==> src/rtl/serial_word_transmitter_pkg.sv <==
// rtl/serial_word_transmitter_pkg.sv - shared types and sizing helpers for the serial word link
package serial_word_transmitter_pkg;

    localparam int DEFAULT_WIDTH = 8;

    typedef enum logic [1:0] {
        ST_IDLE  = 2'd0,
        ST_SHIFT = 2'd1,
        ST_GAP   = 2'd2
    } tx_state_e;

    // Counter width for a modulus n, never narrower than one bit.
    function automatic int cnt_width(input int n);
        return ($clog2(n) > 1) ? $clog2(n) : 1;
    endfunction

endpackage

==> src/rtl/word_holding_buffer.sv <==
// rtl/word_holding_buffer.sv - one-entry valid/ready holding register with drain strobe
module word_holding_buffer #(
    parameter int WIDTH = 8
) (
    input  logic             clk,
    input  logic             reset,
    input  logic [WIDTH-1:0] in_data,
    input  logic             in_valid,
    output logic             in_ready,
    input  logic             drain,
    output logic [WIDTH-1:0] buf_data,
    output logic             buf_full
);

    logic [WIDTH-1:0] data_q, data_d;
    logic             full_q, full_d;
    logic             capture;

    // Ready is gated by reset so nothing is offered acceptance while held in reset.
    assign in_ready = reset & ~full_q;
    assign capture  = in_valid & in_ready;

    always_comb begin
        data_d = data_q;
        full_d = full_q;
        if (capture) begin
            data_d = in_data;
            full_d = 1'b1;
        end else if (drain) begin
            full_d = 1'b0;
        end
    end

    always_ff @(posedge clk or negedge reset) begin
        if (!reset) begin
            data_q <= '0;
            full_q <= 1'b0;
        end else begin
            data_q <= data_d;
            full_q <= full_d;
        end
    end

    assign buf_data = data_q;
    assign buf_full = full_q;

endmodule

==> src/rtl/serial_word_transmitter.sv <==
// rtl/serial_word_transmitter.sv - parallel-in, MSB-first serial-out transmitter with hold and inter-word gap
module serial_word_transmitter
    import serial_word_transmitter_pkg::*;
#(
    parameter int WIDTH      = DEFAULT_WIDTH,
    parameter int GAP_CYCLES = 0
) (
    input  logic             clk,
    input  logic             reset,
    input  logic [WIDTH-1:0] in_data,
    input  logic             in_valid,
    output logic             in_ready,
    input  logic             hold,
    output logic             data,
    output logic             shift_enable,
    output logic             word_done,
    output logic             busy
);

    localparam int BW = cnt_width(WIDTH);
    localparam int GW = cnt_width(GAP_CYCLES);
    localparam logic [BW-1:0] BIT_LAST = BW'(WIDTH - 1);
    localparam logic [GW-1:0] GAP_LAST = GW'((GAP_CYCLES > 0) ? GAP_CYCLES - 1 : 0);

    tx_state_e        state_q;
    logic [WIDTH-1:0] sr_q;
    logic [BW-1:0]    bit_cnt_q;
    logic [GW-1:0]    gap_cnt_q;

    logic [WIDTH-1:0] buf_data;
    logic             buf_full;
    logic             drain;
    logic             shifting;
    logic             shift_en;
    logic             last_bit;
    logic             gap_end;

    assign shifting = (state_q == ST_SHIFT);
    assign shift_en = shifting & ~hold;
    assign last_bit = shift_en & (bit_cnt_q == BIT_LAST);
    assign gap_end  = (state_q == ST_GAP) & (gap_cnt_q == GAP_LAST);

    // Every edge on which the FSM reloads the shift register empties the buffer.
    assign drain = buf_full & ((state_q == ST_IDLE) | (last_bit & (GAP_CYCLES == 0)) | gap_end);

    word_holding_buffer #(
        .WIDTH(WIDTH)
    ) u_buf (
        .clk     (clk),
        .reset   (reset),
        .in_data (in_data),
        .in_valid(in_valid),
        .in_ready(in_ready),
        .drain   (drain),
        .buf_data(buf_data),
        .buf_full(buf_full)
    );

    always_ff @(posedge clk or negedge reset) begin
        if (!reset) begin
            state_q   <= ST_IDLE;
            sr_q      <= '0;
            bit_cnt_q <= '0;
            gap_cnt_q <= '0;
        end else begin
            case (state_q)
                ST_IDLE: begin
                    if (buf_full) begin
                        sr_q      <= buf_data;
                        bit_cnt_q <= '0;
                        state_q   <= ST_SHIFT;
                    end
                end
                ST_SHIFT: begin
                    if (!hold) begin
                        if (bit_cnt_q != BIT_LAST) begin
                            sr_q      <= sr_q << 1;
                            bit_cnt_q <= bit_cnt_q + BW'(1);
                        end else if (GAP_CYCLES > 0) begin
                            sr_q      <= sr_q << 1;
                            bit_cnt_q <= '0;
                            gap_cnt_q <= '0;
                            state_q   <= ST_GAP;
                        end else if (buf_full) begin
                            sr_q      <= buf_data;
                            bit_cnt_q <= '0;
                        end else begin
                            sr_q      <= sr_q << 1;
                            bit_cnt_q <= '0;
                            state_q   <= ST_IDLE;
                        end
                    end
                end
                ST_GAP: begin
                    if (gap_cnt_q == GAP_LAST) begin
                        gap_cnt_q <= '0;
                        if (buf_full) begin
                            sr_q      <= buf_data;
                            bit_cnt_q <= '0;
                            state_q   <= ST_SHIFT;
                        end else begin
                            state_q   <= ST_IDLE;
                        end
                    end else begin
                        gap_cnt_q <= gap_cnt_q + GW'(1);
                    end
                end
                default: state_q <= ST_IDLE;
            endcase
        end
    end

    assign data         = shifting & sr_q[WIDTH-1];
    assign shift_enable = shift_en;
    assign word_done    = last_bit;
    assign busy         = (state_q != ST_IDLE) | buf_full;

endmodule

==> config.mk <==
export PLATFORM = sky130hd
export DESIGN_NAME = serial_word_transmitter
export DESIGN_NICKNAME = d
export VERILOG_FILES = /design/src/rtl/serial_word_transmitter_pkg.sv /design/src/rtl/word_holding_buffer.sv /design/src/rtl/serial_word_transmitter.sv
export SDC_FILE = /design/constraint.sdc
export NUM_CORES = 1
export LEC_CHECK = 0
export ABC_AREA = 1
export BUFFER_PORTS_ARGS = -buffer_cell sky130_fd_sc_hd__buf_2
export CELL_PAD_IN_SITES_DETAIL_PLACEMENT = 0
export CELL_PAD_IN_SITES_GLOBAL_PLACEMENT = 1
export CORE_MARGIN = 1
export CORE_UTILIZATION = 25
export DETAILED_ROUTE_END_ITERATION = 12
export GPL_TIMING_DRIVEN = 0
export PLACE_DENSITY = 0.51
export SLEW_MARGIN = 40
export SYNTH_ARGS = -nofsm -noshare
export SYNTH_HDL_FRONTEND = slang
export SYNTH_HIERARCHICAL = 1
export SYNTH_SLANG_ARGS = --single-unit
==> constraint.sdc <==
create_clock -name clk -period 1.4 [get_ports clk]
set_input_delay 0.14 -clock clk [delete_from_list [all_inputs] [get_ports clk]]
set_output_delay 0.14 -clock clk [all_outputs]
set_load 0.05 [all_outputs]
Word level (Yosys, flattened, before mapping) --
Cells that the tools add are included.
Word-level totals: output and inout port bits 5, flip-flop bits (word level) 23, logic and storage cells 57
Cells by class: multiplexer cells 21, $add $sub $neg 2, bitwise operators 13, reductions and logical operators 6, equality and inequality tests 9
Operators by type and width (number):
- two-way mux 8 bit | 5
- case mux 8 bit (3 select lines) | 1
- two-way mux 3 bit | 4
- two-way mux 2 bit | 5
- case mux 3 bit (3 select lines) | 1
- inequality test 2 bit, second input constant | 4
- AND 1 bit | 7
- case mux 2 bit (3 select lines) | 1
- AND reduction 5 bit | 1
- two-way mux 1 bit | 4
- nonzero test 2 bit | 2
- adder 3 x 1 -> 3 bit, second input constant | 1
- equality test 3 bit, second input constant | 1
- inequality test 3 bit, second input constant | 1
- inverter 1 bit | 3
- bitwise OR 1 bit | 3
- AND reduction 3 bit | 1
- nonzero test 3 bit | 1
- equality test 2 x 1 -> 1 bit, second input constant | 1
- equality test 2 bit, second input constant | 1
- zero test 2 bit | 1
- inequality test 2 x 1 -> 1 bit, second input constant | 1
- adder 1 bit, second input constant | 1

Depth between registers and ports, before layout --
depth after elaboration 8, gate-level depth with buffers 7

Hierarchy --
Netlist, hierarchy kept.
Modules (own cells, without submodules):
- serial_word_transmitter | times used 1, area each 695.7 um2, cells an instance 99, seq. area each 300.3 um2
- word_holding_buffer | times used 1, area each 394.1 um2, cells an instance 40, seq. area each 225.2 um2

Worst setup path after synthesis --
OpenSTA, ideal clock, no wires.
path kind reg2out, from register bit_cnt_q[0], to output word_done, path slack -0.111 ns, stages on the path, launching flop included 5, data arrival time 1.371 ns, cell sequence dfrtp_1 ha_1 ha_1 inv_1 nor2_1
Between the ends: longest elaborated chain between the ends 2
Ends and longest elaborated chain:
- from (decl) | RTL line serial_word_transmitter.sv:27 | logic [BW-1:0] bit_cnt_q;
- from (signal assigned) | RTL line serial_word_transmitter.sv:78 | bit_cnt_q <= bit_cnt_q + BW'(1);
- equality test 3 bit | RTL line serial_word_transmitter.sv:40 | assign last_bit = shift_en & (bit_cnt_q == BIT_LAST);
- AND 1 bit | RTL line serial_word_transmitter.sv:40
- to (decl) | RTL line serial_word_transmitter.sv:16 | output logic word_done,
Every way passes these cells.

Final worst setup path --
Ends and elaborated chain as after synthesis.

==> results.txt <==
Multi-input gate area - 495 um2
First-pass GRT wire length - 4.21 mm
Synth top cells by count - 51 x nand2_1, 22 x inv_1, 21 x dfrtp_1
FF/Latch Area - 527 um2
Worst-margin pin slew - 0.498 ns
Leak - 0.740 nW
Crit end category - output port
Critical path class - flop to output port
Skew-Pair Late Insertion Delay - 0.26 ns
Die footprint - 4630 um2
Setup TNS - 0 ns
Slowest CP cell - dfrtp_1
# diodes - 0
TritonCTS clock tree - done
Most used cell, CP - ha_4
Routed Antenna Nets - 0
DRC - 0
Initial Utilization - 26.7%
Core Area - 4090 um2
Highest clock rate - 716 MHz
Htree depth - 1
Worst clock skew - 0.00700 ns
Clock Root Buffer - clkbuf_8
Final Setup Violations - 0
Fin nets - 177
Worst hold slack - -0.0114 ns
Reg clk slew, reported paths - 0.09 ns
Register bit total from synthesis - 21
Worst path max stage delay - 0.43 ns
Crit path DAT - 1.26 ns
Unrepaired setup endpoints after global routing - yes
Fin. Hold Viols - 15
Wire per inst - 11.7 um
Gr usage total - 12.7%
Die Span Y - 68.0 um
Max-Cap Viols - 0
Vias in the first global route - 908
Maximum clock path buffer count - 2
Share of layout cells above drive strength 1 - 25.5%
Outcome - finished with violations
VDD IR max - 0.528 mV
Power density over the cells - 1760 nW/um2
Critical path cell sequence - ha_4 > ha_4 > inv_2 > nor2_2 > buf_6
Asr flop ratio synth - 100%
Tmin final - 1.40 ns
Num CTS Buffers - 3
Syn Std Cell Area - 1090 um2
Area Growth Syn to Fin - 26.1%
Failing checks - hold timing
Drt pass-1 iters - 4
Placer Congestion - 0.713
Largest net degree at the start of global routing - 22
Type of origin of the critical path - flop
Synth area leaders - dfrtp_1 48%, nand2_1 18%, inv_1 7.6%
Row count - 23
Slew Limit Fails - 0
Syn Inst Count - 139
Critical Path RT - 1.26 ns
Post-DP HPWL - 1.74 mm
Total global routing overflow - 0
Post-synthesis cell type count - 17
Sink Count - 21
Post-Route WL - 2.46 mm
CP max FO - 3
IO Port Bufs - 15
Filler Cells Inserted - 451
Largest area contributor in the netlist - dfrtp_1
EDFF count, synth - 0
Main flop type after synthesis - dfrtp_1
Syn avg cell area - 7.84 um2
Syn_nets - 154
DIE WIDTH - 68.0 um
Vias - 913
I/O pin count - 17
Share of the synthesized area in the top cell type - 48.2%
Crit share post-route - 99.8%
Warnings, synthesis - 6
Slew Limit Headroom - 66.8%
Initial antenna violation count - 0
Min-delay worst type - input port to async pin
Vias per inst - 4.33
Sequential-to-total area share from yosys stat - 48.2%
Iter 0 DRT Violations - 32
Most common cell in the synthesized netlist - nand2_1
-- cell usage in the layout (no fill, tap or decap), types with 3 or more instances in the layout --
master    count
buf_6         4
buf_2        12
nor2_1        3
nand3_1      15
inv_1        21
nand4_1       8
buf_4         5
clkbuf_8      3
nand2_1      49
dfrtp_1      20
-- registers in the layout, indices dropped and copies added, names as in the netlist --
register        count
bit_cnt_q           3
u_buf/buf_full      1
sr_q                8
u_buf/buf_data      8
state_q             1
-- worst paths after layout --
check | from | endpoint | slack (ns) | cells after the start
worst max-delay path | bit_cnt_q[0] | word_done | 0.003 | 5
worst min-delay path | reset | sr_q[7] | -0.01 | 2
worst max register to register | bit_cnt_q[0] | sr_q[6] | 0.04 | 8
worst min register to register | u_buf/buf_data[3] | u_buf/buf_data[3] | 0.47 | 2
max in group asynchronous | reset | u_buf/buf_full | 1.05 | 2
min in group clk | in_data[6] | u_buf/buf_data[6] | 0.13 | 3
-- repair_timing --
action,in CTS,in global routing
endpoints found under the hold margin,21,0
endpoints found under the setup margin,11,13
buffers inserted,1,1
hold buffers,1,0
pin swaps,3,3
gates resized for setup,11,9
-- metrics by stage --
| stage | util (%) | instances | instance area (um2) | power [mW] | setup WS (ns) |
|---|---|---|---|---|---|
| 2_1_floorplan | - | 139 | 1090 | 1.66 | 0.104 |
| 3_3_place_gp | 30.1 | 204 | 1230 | 1.87 | -0.128 |
| 3_5_place_dp | 30.1 | 204 | 1230 | 1.88 | -0.145 |
| 4_1_cts | 32.7 | 210 | 1340 | 2.38 | -0.0166 |
| 5_1_grt | 33.6 | 211 | 1370 | 2.65 | -0.0925 |
| 6_report | 33.6 | 211 | 1370 | 2.41 | 0.00258 |
-- cell families (layout without fill, tap and decap cells) --
logic type	after synthesis	count (layout)	synth area share [%]
simple gates	83	83	34.1
fa+ha+maj	3	3	3.44
flops	21	21	48.2
compound gates	4	4	2.18
buf+inv	28	50	12.1
-- power by group --
part	internal [mW]	leakage [nW]	total (mW)	switching, mW
Combinational	0.377	0.453	0.933	0.557
Clock	0.198	0.0255	0.409	0.211
Sequential	0.859	0.261	1.07	0.211
Total	1.43	0.740	2.41	0.979
-- critical path: cells and delay by family (launching register included) --
family	cells	cell delay, ns
buffers and inverters	2	0.20
adders and majority gates	2	0.34
and+or+nand+nor	1	0.03
DFF	1	0.43
-- area by class of cell --
class / instances / area share, %
plain buffers: 4 / 3.01
multi-input cells: 90 / 36.1
repair buffers: 18 / 7.92
well taps: 50 / 4.55
flip-flops and latches: 21 / 38.3
clock buffers: 3 / 3.01
inverters: 24 / 6.74
clock inverters: 1 / 0.364
-- layer usage --
layer	vias to the layer above	share of wire, %	track usage, %
met5	-	0	0
met3	2	3.3	3.00
met4	0	0.98	4.69
met1	422	53	16.6
li1	474	-	-
met2	15	43	20.2
(Power assumes the default switching activity.)
